===== config.mk =====
export PLATFORM = sky130hd
export DESIGN_NAME = confreg_arbiter
export DESIGN_NICKNAME = d
export VERILOG_FILES = /design/src/rtl/confreg_arbiter.sv
export SDC_FILE = /design/constraint.sdc
export NUM_CORES = 1
export LEC_CHECK = 0
export ABC_CLOCK_PERIOD_IN_PS = 3200
export CORE_AREA = 3 3 121 123
export CTS_CLUSTER_SIZE = 25
export DETAILED_ROUTE_END_ITERATION = 7
export DIE_AREA = 0 0 124 126
export PLACE_DENSITY_LB_ADDON = 0.25
export SYNTH_ARGS = -nofsm -noshare
export SYNTH_HDL_FRONTEND = slang
export SYNTH_SLANG_ARGS = --single-unit

===== constraint.sdc =====
create_clock -name clk -period 3.2 [get_ports clk]
set_input_delay 0.64 -clock clk [delete_from_list [all_inputs] [get_ports clk]]
set_output_delay 0.64 -clock clk [all_outputs]
set_load 0.01 [all_outputs]

===== src/rtl/confreg_arbiter.sv =====
// ============================================================================
// Module  : confreg_arbiter
// Brief   : Round-robin two-master arbiter with bounded lock for the config-register port.
// Revision: 1.0 - initial release
// ============================================================================
`default_nettype none

module confreg_arbiter #(
  parameter int RESP_LAT = 1,
  parameter int LOCK_MAX = 16
) (
  input  logic        clk,
  input  logic        rst,
  input  logic        m0_req,
  input  logic        m0_lock,
  input  logic [3:0]  m0_wen,
  input  logic [31:0] m0_addr,
  input  logic [31:0] m0_wdata,
  input  logic        m1_req,
  input  logic        m1_lock,
  input  logic [3:0]  m1_wen,
  input  logic [31:0] m1_addr,
  input  logic [31:0] m1_wdata,
  output logic        m0_gnt,
  output logic        m1_gnt,
  output logic        m0_rvalid,
  output logic        m1_rvalid,
  output logic [31:0] m0_rdata,
  output logic [31:0] m1_rdata,
  output logic        conf_en,
  output logic [3:0]  conf_wen,
  output logic [31:0] conf_addr,
  output logic [31:0] conf_wdata,
  input  logic [31:0] conf_rdata,
  output logic        lock_timeout
);

  typedef enum logic [1:0] {
    ARB   = 2'd0,
    LOCK0 = 2'd1,
    LOCK1 = 2'd2
  } state_t;

  localparam logic [7:0] c_LOCK_LAST = 8'(LOCK_MAX - 1);

  state_t      r_state, w_state_next;
  logic        r_prio, w_prio_next;
  logic [7:0]  r_lock_cnt, w_lock_cnt_next;
  logic        r_lock_timeout, w_timeout_set;
  logic        w_gnt0, w_gnt1;
  logic        w_g0, w_g1;
  logic        w_en;
  logic [3:0]  w_wen;
  logic [31:0] w_addr, w_wdata;

  always_ff @(posedge clk or posedge rst) begin
    if (rst) begin
      r_state        <= ARB;
      r_prio         <= 1'b0;
      r_lock_cnt     <= 8'd0;
      r_lock_timeout <= 1'b0;
    end else begin
      r_state    <= w_state_next;
      r_prio     <= w_prio_next;
      r_lock_cnt <= w_lock_cnt_next;
      if (w_timeout_set) r_lock_timeout <= 1'b1;
    end
  end

  always_comb begin
    w_state_next    = r_state;
    w_prio_next     = r_prio;
    w_lock_cnt_next = r_lock_cnt;
    w_timeout_set   = 1'b0;
    w_gnt0          = 1'b0;
    w_gnt1          = 1'b0;
    case (r_state)
      ARB: begin
        if (m0_req && (!m1_req || !r_prio)) w_gnt0 = 1'b1;
        else if (m1_req)                    w_gnt1 = 1'b1;
        if (w_gnt0) begin
          w_prio_next = 1'b1;
          if (m0_lock) begin
            w_state_next    = LOCK0;
            w_lock_cnt_next = 8'd0;
          end
        end else if (w_gnt1) begin
          w_prio_next = 1'b0;
          if (m1_lock) begin
            w_state_next    = LOCK1;
            w_lock_cnt_next = 8'd0;
          end
        end
      end
      LOCK0: begin
        w_gnt0          = m0_req;
        w_lock_cnt_next = r_lock_cnt + 8'd1;
        // Timeout exit fires regardless of whether the owner is requesting
        if (!m0_lock) begin
          w_state_next = ARB;
          w_prio_next  = 1'b1;
        end else if (r_lock_cnt == c_LOCK_LAST) begin
          w_state_next  = ARB;
          w_prio_next   = 1'b1;
          w_timeout_set = 1'b1;
        end
      end
      LOCK1: begin
        w_gnt1          = m1_req;
        w_lock_cnt_next = r_lock_cnt + 8'd1;
        if (!m1_lock) begin
          w_state_next = ARB;
          w_prio_next  = 1'b0;
        end else if (r_lock_cnt == c_LOCK_LAST) begin
          w_state_next  = ARB;
          w_prio_next   = 1'b0;
          w_timeout_set = 1'b1;
        end
      end
      default: w_state_next = ARB;
    endcase
  end

  // Grants are masked during reset so every output reads zero while rst is high
  assign w_g0    = w_gnt0 & ~rst;
  assign w_g1    = w_gnt1 & ~rst;
  assign w_en    = w_g0 | w_g1;
  assign w_wen   = w_g0 ? m0_wen   : (w_g1 ? m1_wen   : 4'd0);
  assign w_addr  = w_g0 ? m0_addr  : (w_g1 ? m1_addr  : 32'd0);
  assign w_wdata = w_g0 ? m0_wdata : (w_g1 ? m1_wdata : 32'd0);

  assign m0_gnt       = w_g0;
  assign m1_gnt       = w_g1;
  assign conf_en      = w_en;
  assign conf_wen     = w_wen;
  assign conf_addr    = w_addr;
  assign conf_wdata   = w_wdata;
  assign lock_timeout = r_lock_timeout;

  logic [RESP_LAT-1:0] r_pv, r_pid, r_pwr;

  generate
    if (RESP_LAT == 1) begin : g_pipe_single
      always_ff @(posedge clk or posedge rst) begin
        if (rst) begin
          r_pv  <= '0;
          r_pid <= '0;
          r_pwr <= '0;
        end else begin
          r_pv  <= w_en;
          r_pid <= w_g1;
          r_pwr <= |w_wen;
        end
      end
    end else begin : g_pipe_multi
      always_ff @(posedge clk or posedge rst) begin
        if (rst) begin
          r_pv  <= '0;
          r_pid <= '0;
          r_pwr <= '0;
        end else begin
          r_pv  <= {r_pv[RESP_LAT-2:0], w_en};
          r_pid <= {r_pid[RESP_LAT-2:0], w_g1};
          r_pwr <= {r_pwr[RESP_LAT-2:0], |w_wen};
        end
      end
    end
  endgenerate

  logic w_out_v, w_out_id, w_out_wr;
  assign w_out_v  = r_pv[RESP_LAT-1];
  assign w_out_id = r_pid[RESP_LAT-1];
  assign w_out_wr = r_pwr[RESP_LAT-1];

  assign m0_rvalid = w_out_v & ~w_out_id;
  assign m1_rvalid = w_out_v &  w_out_id;
  assign m0_rdata  = (m0_rvalid && !w_out_wr) ? conf_rdata : 32'd0;
  assign m1_rdata  = (m1_rvalid && !w_out_wr) ? conf_rdata : 32'd0;

endmodule

`default_nettype wire


---- Yosys cells after proc, flatten, opt, wreduce, memory -nomap -nowiden ----
Index checks and enable logic that the tools add are counted.
cells by class
  add/subtract/negate cells ............... 1
  multiply operators ...................... 0
  div/mod/pow operators ................... 0
  order comparisons ....................... 0
  eq/ne operators ......................... 8
  shifts and indexed selects .............. 0
  muxes and demuxes ....................... 39
  bitwise logic cells ..................... 7
  reduce and logical (&&, ||, !) cells .... 15
operators with widths
  cell                   count
  $mux W32               6
  $mux W8                4
  $pmux W8 S2            1
  $mux W1                14
  $mux W2                7
  $ne A3 B3 Y1 const B   3
  $add A8 B1 Y8 const B  1
  $eq A8 B4 Y1 const B   1
  $mux W4                2
  $reduce_and A4 Y1      2
  $pmux W1 S2            3
  $pmux W2 S3            1
  $and A1 B1 Y1          4
  $reduce_or A4 Y1       1
  $logic_and A1 B1 Y1    3
  $logic_not A1 Y1       3
  $ne A3 B1 Y1 const B   1
  $ne A3 B2 Y1 const B   1
  $pmux W1 S3            1
  $reduce_and A3 Y1      1
  $reduce_bool A3 Y1     1
  $eq A2 B1 Y1 const B   1
  $eq A2 B2 Y1 const B   1
  $logic_not A2 Y1       1
  other kinds (5)        6
storage, ports and cells
  register bits ........................... 15
  bits in latches ......................... 0
  memory bits (writable) .................. 0
  ROM bits ................................ 0
  output and inout port bits .............. 138
  memories ................................ 0

---- Depth between registers and ports, before layout ----
  depth in word-level cells ............... 10
  gate-level depth with buffers ........... 8

---- Worst setup path after synthesis ----
Ideal clock, no wire load.
  path type ............................... input-to-output
  start ................................... input rst
  end ..................................... output conf_wdata[15]
  arrival ................................. 1,913 ps
  required time ........................... 2,560 ps
  slack ................................... 647 ps
  cell stages on the path ................. 6
  buffers on the path ..................... 2
  cell sequence ........................... inv_1 > nand2_1 > nor3b_2 > buf_4 > buf_6 > a22o_1
between the ends
  word-level cells in the longest chain between the ends .. 4
RTL lines
  element          line      source
  start, declared  13        input logic rst,
  $not A1 Y1 (*)   125, 126
  $and A1 B1 Y1    126       assign w_g1 = w_gnt1 & ~rst;
  $mux W32         130       assign w_wdata = w_g0 ? m0_wdata : (w_g1 ? m1_wdata : 32'd0);
  $mux W32 (*)     130
  end, declared    33        output logic [31:0] conf_wdata,
Every way passes the cells marked *; elsewhere a longest branch is shown, timed or not.

---- Worst setup path after layout ----
  start ................................... input rst
  end ..................................... output conf_wdata[0]
The elaborated chain is that of the path after synthesis.

==> results.json <==
{
  "outcome": "completed",
  "synth_edf_count": 0,
  "tritoncts": "done",
  "synthArstFlopShare_pct": 100,
  "layout.nets": 757,
  "die_area_sq_mm": 0.0156,
  "slowest_stage": "clkdlybuf4s50_1",
  "drc": 0,
  "ir_drop_v": 0.000220,
  "hold_slack_ns": 0.465,
  "power_uw": 2320,
  "first_global_vias": 3260,
  "worstSetupPathType": "input port to output pin",
  "synth_seq_cells": 15,
  "drtAntennaViolNets": 0,
  "synth_nets": 437,
  "cts_hold_repair.buffers": 0,
  "worstPathRequired_ns": 2.56,
  "die_w_um": 124,
  "initial_utilization_pct": 15.1,
  "end_kind": "output pin",
  "htree_levels": 1,
  "via_per_inst": 4.48,
  "worst_slew_pin_slew_ns": 0.489,
  "min_path_type": "flip-flop to flip-flop",
  "yosys_warnings": 0,
  "period_share_pct": 95.3,
  "portBuffers": 311,
  "grt_max_degree": 33,
  "final_cell_mix": "clkdlybuf4s50_1 (241), dlygate4sd2_1 (70), a22o_1 (68)",
  "hold_viol_final": 0,
  "yosysUniqueCellTypes": 44,
  "layout.cells.most_common": "clkdlybuf4s50_1",
  "syn_inst": 258,
  "clkSinkCount": 15,
  "layout_min_cycle_time_ns": 3.05,
  "area_growth_pct": 172,
  "root_buffer": "clkbuf_16",
  "layout-drive-gt1-share_pct": 7.45,
  "die_h_um": 126,
  "dp_hpwl_um": 11900,
  "drv_slew": 0,
  "cts_buffers": 3,
  "seq_area_frac_synth_pct": 18.1,
  "gp_congestion": 0.923,
  "core-area_sq_mm": 0.0138,
  "overflow": 0,
  "finClkSkew_ns": 0.00261,
  "start_kind": "input port",
  "grt_pass1_wl_um": 19900,
  "avgSynthCellArea_sq_um": 8.05,
  "grt_use_total_pct": 16.6,
  "yosys_most_used_dff": "dfrtp_1",
  "routedWlPerCell_um": 18.6,
  "setup_viol": 0,
  "dr.pass1.iters": 4,
  "maxCapViolations": 0,
  "drt_first_iter_violations": 150,
  "path_max_fanout": 14,
  "rows": 43,
  "syn_area_sq_mm": 0.00208,
  "num_vias": 3397,
  "crit_chain": "clkdlybuf4s50_1, inv_1, nand2_1, nor3b_4, buf_4, buf_6, bufbuf_16, a22o_1, dlygate4sd2_1",
  "wl_um": 14100,
  "fmax_mhz": 328,
  "rsz0062_at_grt": "no",
  "clk_latency_ns": 0.25,
  "powerDensity_mw_per_mm2": 411,
  "power_leakage_uw": 0.00250,
  "slew_headroom_pct": 67.4,
  "cts_buffer_depth": 2,
  "io_pins": 312,
  "critPathMaxStageDelay_ns": 0.43,
  "path_clk_slew_ns": 0.05,
  "crit_arrival_ns": 2.41,
  "antenna_found_initial": 3
}
## through the flow
| stage | setup WS (ns) | utilization, % | cells | instance area, sq um | TNS [ns] |
|---|---|---|---|---|---|
| 3_5_place_dp | -0.188 | 39.8 | 744 | 5480 | -8.15 |
| 4_1_cts | 0.0250 | 40.8 | 756 | 5620 | 0 |
| 6_report | 0.149 | 40.9 | 758 | 5640 | 0 |
| 5_1_grt | 0.0157 | 40.9 | 757 | 5640 | 0 |
| 3_3_place_gp | -0.144 | 39.8 | 744 | 5480 | -5.50 |
| 2_1_floorplan | 0.647 | - | 258 | 2080 | 0 |
## path summary, 6_finish.rpt
| kind | start | end | slack [ns] | cells past startpoint |
|---|---|---|---|---|
| setup / recovery | rst | conf_wdata[0] | 0.15 | 9 |
| hold / removal | lock_timeout$_DFFE_PP0P_ | lock_timeout$_DFFE_PP0P_ | 0.47 | 1 |
| setup reg to reg | r_state[0]$_DFFE_PP0P_ | r_lock_cnt[7]$_DFFE_PP0P_ | 1.37 | 6 |
| hold reg to reg | lock_timeout$_DFFE_PP0P_ | lock_timeout$_DFFE_PP0P_ | 0.47 | 1 |
| max in group asynchronous | rst | r_lock_cnt[4]$_DFFE_PP0P_ | 2.25 | 3 |
| min in group asynchronous | rst | r_prio$_DFFE_PP0P_ | 0.77 | 3 |
## cell families (layout without fill, tap and decap cells)
kind of cell,after synthesis,after routing,share of synthesized area (%)
other,0,1,0
DFF,15,15,18.1
AOI/OAI and AO/OA,100,100,40.4
and+or+nand+nor,111,111,31.9
muxes,1,1,0.542
buffers and inverters,26,345,5.97
adders and majority gates,5,5,3.01
## cell usage after synthesis (2+ instances only)
cell type / count / share of area [%]
buf_2: 6 / 1.4
a22o_1: 68 / 29
a32o_1: 5 / 2.4
nor3b_1: 2 / 0.72
ha_1: 5 / 3.0
buf_6: 2 / 1.1
clkbuf_1: 12 / 2.2
nand2b_1: 3 / 0.90
o21ai_0: 11 / 2.7
dfrtp_1: 15 / 18
nand2_1: 10 / 1.8
nor2b_1: 2 / 0.60
a31o_2: 2 / 0.84
nand3_1: 9 / 2.2
nor2_1: 5 / 0.90
nor3_1: 3 / 0.72
inv_1: 5 / 0.90
and2_1: 66 / 20
or4_1: 2 / 0.72
## cell type report
| type | count | area [sq um] |
|---|---|---|
| fillers | 1403 | 8140 |
| clock buffers | 3 | 75.1 |
| inverters | 5 | 18.8 |
| repair buffers | 336 | 3330 |
| clock inverters | 1 | 5.00 |
| well taps | 180 | 225 |
| diodes | 1 | 2.50 |
| flip-flops and latches | 15 | 375 |
| multi-input cells | 217 | 1600 |
## critical path, delay by kind of cell
family / cells / cell delay (ns)
buffers and inverters: 6 / 1.32
AOI/OAI and AO/OA: 1 / 0.12
and+or+nand+nor: 2 / 0.35
## what timing repair did
| action | 4_1_cts | 5_1_grt |
|---|---|---|
| gates resized for setup | 75 | 1 |
| cloned | 3 | 0 |
| endpoints found under the setup margin | 68 | 14 |
| setup buffers | 5 | 1 |
| endpoints found under the hold margin | 0 | 0 |
| pin swaps | 2 | 0 |
## sequential cells by signal (all words and copies together) (netlist names)
name	cells
r_lock_cnt	8
r_state	2
lock_timeout	1
r_pid	1
r_prio	1
r_pv	1
r_pwr	1
## power breakdown
group          internal (uW)  switching [uW]
registers                229            36.8
logic                   1010             802
clock network            167            77.5
## routing by layer
layer / global-route usage (%) / wire length, um / vias up
met4: 1.74 / 118 / 6
li1: - / - / 1627
met2: 29.2 / 6950 / 189
met1: 19.2 / 5170 / 1561
met3: 7.45 / 1820 / 14
met5: 0 / 39 / -
Note: power is estimated with default switching activity, not from simulation.
